`config.mk`:
```
export PLATFORM = sky130hd
export DESIGN_NAME = sr_driver
export DESIGN_NICKNAME = d
export VERILOG_FILES = /design/src/rtl/sr_pkg.sv /design/src/rtl/sr_fifo.sv /design/src/rtl/sr_driver.sv
export SDC_FILE = /design/constraint.sdc
export NUM_CORES = 1
export LEC_CHECK = 0
export BUFFER_PORTS_ARGS = -buffer_cell sky130_fd_sc_hd__buf_4
export CAP_MARGIN = 20
export CORE_ASPECT_RATIO = 1.4
export CORE_UTILIZATION = 55
export CTS_CLUSTER_DIAMETER = 80
export CTS_CLUSTER_SIZE = 12
export DETAILED_ROUTE_END_ITERATION = 16
export PLACE_DENSITY = 0.77
export SYNTH_ARGS = -nofsm -noshare
export SYNTH_HDL_FRONTEND = slang
export SYNTH_SLANG_ARGS = --single-unit
```
`constraint.sdc`:
```
create_clock -name clk -period 2.1 [get_ports clk]
set_input_delay 0.42 -clock clk [delete_from_list [all_inputs] [get_ports clk]]
set_output_delay 0.42 -clock clk [all_outputs]
set_load 0.1 [all_outputs]
```
`src/rtl/sr_pkg.sv`:
```
// Shared definitions for the SR flip-flop driver: FSM states, excitation
// encoding and the excitation helper used to pick s/r from target/current.
package sr_pkg;

    // Driver sequencing: wait for work, pulse s/r, sample feedback.
    typedef enum logic [1:0] {
        IDLE  = 2'd0,
        DRIVE = 2'd1,
        CHECK = 2'd2
    } state_t;

    // Excitation word packed as {s, r}.
    typedef logic [1:0] exc_t;

    localparam exc_t HOLD = 2'b00;
    localparam exc_t SET  = 2'b10;
    localparam exc_t RST  = 2'b01;

    // Pick the excitation that moves the flip-flop from cur to tgt.
    // Only HOLD, SET or RST can come out, so s and r are never both high.
    function automatic exc_t excite(input logic tgt, input logic cur);
        exc_t result;
        if (tgt == cur) begin
            result = HOLD;
        end else if (tgt) begin
            result = SET;
        end else begin
            result = RST;
        end
        return result;
    endfunction

endpackage

```
`src/rtl/sr_fifo.sv`:
```
// Small first-word-fall-through FIFO holding target bits for the driver.
// Occupancy is kept in a register so full/empty are glitch-free flop outputs.
module sr_fifo #(
    parameter int DEPTH = 4,
    localparam int AW = $clog2(DEPTH)
) (
    input  logic        clk,
    input  logic        reset,
    input  logic        push,
    input  logic        push_data,
    input  logic        pop,
    output logic        pop_data,
    output logic        full,
    output logic        empty,
    output logic [AW:0] count
);

    logic          mem [DEPTH];
    logic [AW-1:0] wr_ptr_reg;
    logic [AW-1:0] rd_ptr_reg;
    logic [AW:0]   count_reg;
    logic [AW:0]   count_next;
    logic          do_push;
    logic          do_pop;

    // Requests are qualified here so a misbehaving caller can never
    // overrun or underrun the storage.
    assign do_push = push && !full;
    assign do_pop  = pop && !empty;

    assign full     = (count_reg == (AW + 1)'(DEPTH));
    assign empty    = (count_reg == '0);
    assign count    = count_reg;
    assign pop_data = mem[rd_ptr_reg];

    // Occupancy update: simultaneous push and pop leave it unchanged.
    always_comb begin
        count_next = count_reg;
        case ({do_push, do_pop})
            2'b10:   count_next = count_reg + (AW + 1)'(1);
            2'b01:   count_next = count_reg - (AW + 1)'(1);
            default: count_next = count_reg;
        endcase
    end

    // Pointer and occupancy registers; pointers wrap naturally (DEPTH is 2^AW).
    always_ff @(posedge clk or negedge reset) begin
        if (!reset) begin
            wr_ptr_reg <= '0;
            rd_ptr_reg <= '0;
            count_reg  <= '0;
        end else begin
            if (do_push) begin
                wr_ptr_reg <= wr_ptr_reg + AW'(1);
            end
            if (do_pop) begin
                rd_ptr_reg <= rd_ptr_reg + AW'(1);
            end
            count_reg <= count_next;
        end
    end

    // Storage write; contents need no reset because occupancy guards reads.
    always_ff @(posedge clk) begin
        if (do_push) begin
            mem[wr_ptr_reg] <= push_data;
        end
    end

endmodule

```
`src/rtl/sr_driver.sv`:
```
// Drives an external SR flip-flop toward a stream of queued target bits.
// Each bit takes two cycles: DRIVE presents a one-cycle s/r pulse, CHECK
// samples the fed-back Q, flags a mismatch and resynchronises to what was
// actually observed so later excitations stay correct.
module sr_driver
    import sr_pkg::*;
#(
    parameter int DEPTH = 4,
    parameter int ERR_W = 8
) (
    input  logic             clk,
    input  logic             reset,
    input  logic             tgt_valid,
    input  logic             tgt_bit,
    output logic             tgt_ready,
    output logic             s,
    output logic             r,
    input  logic             q_fb,
    output logic             busy,
    output logic             mismatch,
    output logic [ERR_W-1:0] err_cnt
);

    localparam int AW = $clog2(DEPTH);

    state_t           state_reg;
    state_t           state_next;
    exc_t             exc_reg;
    exc_t             exc_next;
    logic             ready_en_reg;
    logic             cur_reg;
    logic             tgt_q_reg;
    logic             mismatch_reg;
    logic [ERR_W-1:0] err_cnt_reg;

    logic             fifo_push;
    logic             fifo_pop;
    logic             fifo_head;
    logic             fifo_full;
    logic             fifo_empty;
    logic [AW:0]      fifo_count;
    logic             check_miss;

    sr_fifo #(
        .DEPTH (DEPTH)
    ) u_fifo (
        .clk       (clk),
        .reset     (reset),
        .push      (fifo_push),
        .push_data (tgt_bit),
        .pop       (fifo_pop),
        .pop_data  (fifo_head),
        .full      (fifo_full),
        .empty     (fifo_empty),
        .count     (fifo_count)
    );

    // Ready is held low during reset and for the release cycle, then
    // follows the registered occupancy.
    assign tgt_ready = ready_en_reg && !fifo_full;
    assign fifo_push = tgt_valid && tgt_ready;

    // A CHECK cycle whose feedback disagrees with the bit just driven.
    assign check_miss = (state_reg == CHECK) && (q_fb != tgt_q_reg);

    assign s        = exc_reg[1];
    assign r        = exc_reg[0];
    assign mismatch = mismatch_reg;
    assign err_cnt  = err_cnt_reg;
    assign busy     = (state_reg != IDLE) || (fifo_count != '0);

    // Next state, head pop and excitation for the upcoming DRIVE cycle.
    // Leaving CHECK uses q_fb directly because cur_reg only catches up
    // with the observed state at this same edge.
    always_comb begin
        state_next = state_reg;
        exc_next   = HOLD;
        fifo_pop   = 1'b0;
        case (state_reg)
            IDLE: begin
                if (!fifo_empty) begin
                    fifo_pop   = 1'b1;
                    state_next = DRIVE;
                    exc_next   = excite(fifo_head, cur_reg);
                end
            end
            DRIVE: begin
                state_next = CHECK;
            end
            CHECK: begin
                if (!fifo_empty) begin
                    fifo_pop   = 1'b1;
                    state_next = DRIVE;
                    exc_next   = excite(fifo_head, q_fb);
                end else begin
                    state_next = IDLE;
                end
            end
            default: begin
                state_next = IDLE;
            end
        endcase
    end

    // FSM state register.
    always_ff @(posedge clk or negedge reset) begin
        if (!reset) begin
            state_reg <= IDLE;
        end else begin
            state_reg <= state_next;
        end
    end

    // Registered excitation: non-HOLD only during the DRIVE cycle.
    always_ff @(posedge clk or negedge reset) begin
        if (!reset) begin
            exc_reg <= HOLD;
        end else begin
            exc_reg <= exc_next;
        end
    end

    // Ready enable: first edge after reset release opens the input.
    always_ff @(posedge clk or negedge reset) begin
        if (!reset) begin
            ready_en_reg <= 1'b0;
        end else begin
            ready_en_reg <= 1'b1;
        end
    end

    // Latch the popped target; track the flip-flop state as observed.
    always_ff @(posedge clk or negedge reset) begin
        if (!reset) begin
            tgt_q_reg <= 1'b0;
            cur_reg   <= 1'b0;
        end else begin
            if (fifo_pop) begin
                tgt_q_reg <= fifo_head;
            end
            if (state_reg == CHECK) begin
                cur_reg <= q_fb;
            end
        end
    end

    // Mismatch pulse and saturating error counter.
    always_ff @(posedge clk or negedge reset) begin
        if (!reset) begin
            mismatch_reg <= 1'b0;
            err_cnt_reg  <= '0;
        end else begin
            mismatch_reg <= check_miss;
            if (check_miss && (err_cnt_reg != '1)) begin
                err_cnt_reg <= err_cnt_reg + ERR_W'(1);
            end
        end
    end

endmodule

```
### Word level (Yosys, flattened, before mapping)

Memories as Yosys holds them, arrays and structs flattened.
Index checks and enable logic that the tools add are counted.

* bits of input ports: 5
* bits in registers: 23
* bits in writable memories: 4
* memories kept: 1
* output and inout bits: 13
* logic and storage cells: 55

Memories
* u_fifo.mem: words 4, bits a word 1, rd ports 1, clocked after memory_dff 0, wr ports 1, RTL line sr_fifo.sv:18 `logic mem [DEPTH];`

* equal/unequal tests: 10
* mux-type cells: 14
* reduce and logical (&&, ||, !) cells: 15
* $add $sub $neg: 5

Operator list (number)
* 2-bit two-way mux: 6
* 8-bit by 1-bit adder with 8-bit output, second input constant: 1
* 8-bit inequality test, second input constant: 1
* 1-bit logical AND: 6
* 2-bit one-hot mux with 3 select lines: 1
* 3-bit one-hot mux with 2 select lines: 1
* 1-bit two-way mux: 5
* 2-bit by 1-bit adder with 2-bit output, second input constant: 2
* 2-bit by 1-bit equality test with 1-bit output, second input constant: 2
* 2-bit equality test, second input constant: 2
* 2-bit one-hot mux with 2 select lines: 1
* 2-bit nonzero test: 2
* 3-bit by 1-bit adder with 3-bit output, second input constant: 1
* 3-bit equality test, second input constant: 1
* 3-bit zero test: 1
* 3-bit nonzero test: 1
* 3-bit by 1-bit subtractor with 3-bit output, second input constant: 1
* 1-bit equality test: 2
* 1-bit zero test: 2
* 2-bit zero test: 1
* 2-bit inequality test, second input constant: 1
* 2-bit OR reduction: 1
* 1-bit logical OR: 1
* 1-bit inequality test: 1

### Depth between registers and ports, before layout

* depth in word-level cells: 7
* depth in mapped cells: 10
* mapped depth without buffers: 10

### Cells and area by module

Synthesis repeated with hierarchy kept, for this count alone.

* cell total of the unflattened synthesis: 103
* area, all modules: 1297.5 um2

By module, submodules not included
* sr_driver: times used 1, cells an instance 60, sequential area each 400.4 um2, area each 720.7 um2
* sr_fifo: times used 1, cells an instance 43, sequential area each 295.3 um2, area each 576.8 um2

### Worst setup path before layout

OpenSTA, ideal clock, no wires.

* path kind: flip-flop to flip-flop
* start: register u_fifo.count_reg[0], in the netlist u_fifo.count[0]
* end: register u_fifo.count_reg[2], in the netlist u_fifo.count[2]
* clock period less this slack: 3.513 ns
* cell stages (with the launch flop): 11
* arrival time: 3.388 ns
* setup time: 0.125 ns
* slack: -1.413 ns
* data required time: 1.975 ns
* path buffers: 0
* path through: dfrtp_1 > inv_1 > a31oi_1 > and2_1 > inv_1 > ha_1 > inv_1 > fa_1 > xor2_1 > nor2_1 > xor2_1

* longest elaborated chain between the ends: 7
* elaborated cells between the ends (all ways): 16
* those cells by class: add/sub (2); eq/ne (3); mux (3); reduce/logical (8)

Ends and longest elaborated chain
* start: declaration: RTL line sr_fifo.sv:21 `logic [AW:0] count_reg;`
* start signal: assignment: RTL line sr_fifo.sv:59 `count_reg <= count_next;`
* 3-bit equality test *: RTL line sr_fifo.sv:31 `assign full = (count_reg == (AW + 1)'(DEPTH));`
* 1-bit zero test *: RTL line sr_driver.sv:60 `assign tgt_ready = ready_en_reg && !fifo_full;`
* 1-bit logical AND *: RTL line sr_driver.sv:60
* named net tgt_ready: RTL line sr_driver.sv:15 `output logic tgt_ready,`
* 1-bit logical AND *: RTL line sr_driver.sv:61 `assign fifo_push = tgt_valid && tgt_ready;`
* 1-bit logical AND *: RTL line sr_fifo.sv:28 `assign do_push = push && !full;`
* 2-bit by 1-bit equality test with 1-bit output or 2-bit equality test (tied branches): RTL line sr_fifo.sv:39 `case ({do_push, do_pop})`
* 3-bit one-hot mux with 2 select lines or 2-bit nonzero test (tied branches)

Mark *: on every way through the listed nets, which the timed path passes. The rest lies on a longest branch.
A chain may end at the register's enable or synchronous reset.

### Worst setup path in the final report

* start: register u_fifo.count_reg[2], in the netlist u_fifo.count[2]
* end: output busy

* longest elaborated chain between the ends: 2

Ends and longest elaborated chain
* 3-bit nonzero test: RTL line sr_driver.sv:70 `assign busy = (state_reg != IDLE) || (fifo_count != '0);`
* 1-bit logical OR: RTL line sr_driver.sv:70
* end: declaration: RTL line sr_driver.sv:19 `output logic busy,`

Every way passes these cells.

==> flow_summary_export.csv <==
group,metric,value,unit
timing,max_freq,522,MHz
critical_path,cp_slowest_cell,"dfrtp_1",
logic_synthesis,synth_flop_cell,"dfrtp_1",
drt,ant_nets,0,
grt,grt_use_total,0.200,
finish,fillers,161,
logic_synthesis,synth_area_leaders,"dfrtp_1 46%, edfxtp_1 9.7%, ha_1 6.0%, mux2_2 5.4%, xnor2_1 3.5%",
placement,post_dp_cell_area,1450,um^2
logic_synthesis,async_reset_ff_frac,0.852,
logic_synthesis,syn_nets,110,
drt,dr_wl_met3,77,um
logic_synthesis,synth-simple-area-share,0.149,
timing,hold_violations,0,
job,max_cap_violations,0,
logic_synthesis,synth-seq-cells,27,
drt,wl_met1,732,um
timing,rsz0062_at_grt,"false",
clock_tree,cts_made_buffers,3,
logic_synthesis,syn_area_per_cell,12.7,um^2
critical_path,r2r_start,"u_fifo.count[0]",
die,core-area,2150,um^2
die,start_util,0.577,
grt,grt_start_max_net_pins,24,
grt,grt_pass1_wl,3.59,mm
logic_synthesis,yosys.area.top_type_share,0.464,
logic_synthesis,synth_top_family_by_area,"simple AND/OR/NAND/NOR gates",
drt,wl_met2,1.30,mm
finish,largest_reg_flops,8,
timing,setup_viol,0,
clock_tree,cts_tree,"built",
critical_path,worstPathCellList,"nor3_1 > buf_4 > nand2_1 > buf_4",
logic_synthesis,synth-compound-area-share,0.0192,
critical_path,cp-end-kind,"output port",
critical_path,critPathMaxFanout,3,
critical_path,startpoint,"u_fifo.count[2]",
clock_tree,cts_resized,0,
logic_synthesis,yosysUniqueCellTypes,27,
die,die_area,2450,um^2
finish,area_growth_syn_to_layout,20.1,%
placement,io_buffers,17,
critical_path,crit_path_frequent_cell,"buf_4",
clock_tree,cts_max_level,1,
clock_tree,worstSkewPairLatency,0.32,ns
logic_synthesis,synth-xor-area-share,0.0706,
placement,place.gp.congestion,0.839,
timing,fin_crit,1.91,ns
clock_tree,cts_buffer_depth,2,
critical_path,worstPathRequired,1.68,ns
grt,grt_pass1_vias,819,
logic_synthesis,synth_area_leader_cell,"dfrtp_1",
drt,drc,0,
timing,slew_headroom,0.660,
critical_path,worst_path_largest_cell_delay,0.46,ns
logic_synthesis,yosysMostFrequentCell,"dfrtp_1",
finish,nets,135,
drt,first_pass_iters,4,
hold_path,min_from,"tgt_bit",
clock_tree,root_buffer,"clkbuf_4",
drt,vias,799,
critical_path,worstPathArrival,1.49,ns
logic_synthesis,synth_edf_count,4,
outcome,outcome,"finished clean",
die,die_h,58.2,um
logic_synthesis,synthTopCellsByCount,"23 x dfrtp_1, 8 x inv_1, 6 x ha_1, 6 x mux2_2, 6 x nand2_1",
drt,via_per_inst,5.55,
finish,drive_above_1_share,0.385,
drt,wl_per_cell,14.7,um
finish,diodes,0,
drt,drt_iter0_markers,24,
logic_synthesis,yosysWarnings,0,
critical_path,crit_type,"register to output port",
die,pin_count,18,
critical_path,reg2reg_slack,0.20,ns
timing,worst_pin_slew,0.505,ns
critical_path,startpoint_type,"register",
clock_tree,cts_hold_buffers,1,
logic_synthesis,syn-instance-count,98,
placement,dp_hpwl,1.65,mm
drt,top_layer,"met4",
drt,wl,2.12,mm
die,row_count,20,
logic_synthesis,synthMuxAreaShare,0.0968,
logic_synthesis,yosys.area_share.adder,0.0766,
grt,antenna_found_initial,0,
timing,fin_skew,0.00641,ns
logic_synthesis,yosysSeqAreaShare,0.560,
timing,period_share,0.911,
clock_tree,clkTransAtPathRegs,0.13,ns
hold_path,hold_path_class,"input port to register",
clock_tree,cts_sinks,27,
grt,grt.overflow.total,0,
clock_tree,post_cts_buffers,0,
finish,fin_area,1490,um^2
logic_synthesis,synth_area,1240,um^2
die,fp.dieW,42.2,um
timing,slew_violations,0,
placed cells by master (no fill, tap or decap), types with 2 or more instances in the layout:
cell type  instances
xor2_1             5
nand2b_1           2
ha_1               5
xnor2_1            5
buf_4             19
mux2i_1            3
nor3_1             2
and3_1             5
dfrtp_1           16
nand3_1            3
mux2_2             6
dfrtp_2            7
nand2_1            6
inv_2              4
edfxtp_1           4
clkbuf_4           3
nor2_1             5
nor4_1             3
inv_1              4
final timing paths:
check / endpoint / cells past startpoint
max: busy / 4
max reg2reg: u_fifo.count[2] / 10
max in group asynchronous: err_cnt[5] / 2
min: u_fifo.mem[3] / 1
min reg2reg: u_fifo.rd_ptr_reg[1] / 1
min in group asynchronous: state_reg[1] / 2
stage by stage:
step                setup slack (ns)  std cells  utilization  hold WS, ns  setup TNS [ns]
floorplan                     -0.139         98            -        0.124          -0.260
finish                         0.186        144        0.692        0.300               0
detailed placement             0.207        139        0.675        0.330               0
global route                  0.0869        144        0.692        0.272               0
CTS                            0.183        144        0.692        0.290               0
global placement               0.286        139        0.675        0.324               0
critical path: cells and delay by family (launching register included):
family | cells | cell delay [ns]
flip-flops | 1 | 0.46
buffers and inverters | 2 | 0.39
AND/OR/NAND/NOR | 2 | 0.32
layer usage:
metal / global-route usage / up-vias
li1: - / 379
met1: 0.204 / 394
met2: 0.391 / 24
met3: 0.0218 / 2
met4: 0.107 / 0
met5: 0 / -
cell type report:
class	instances	area, um^2	share of cell area
Clock buffer	3	22.5	0.0151
Clock inverter	1	5.00	0.00336
Inverter	8	30.0	0.0202
Multi-Input combinational cell	63	548	0.368
Sequential cell	27	704	0.473
Tap cell	22	27.5	0.0185
Timing Repair Buffer	20	153	0.102
cell families after synthesis:
kind of cell,Yosys count
adders and majority gates,7
other,1
DFF,27
buffers and inverters,8
AOI/OAI and AO/OA,4
and+or+nand+nor,31
muxes,10
xor gates and xnor gates,10
Power is left out: the tool's default activity adds up to more than one toggle a clock period on the data nets, which glitch-free logic cannot reach.
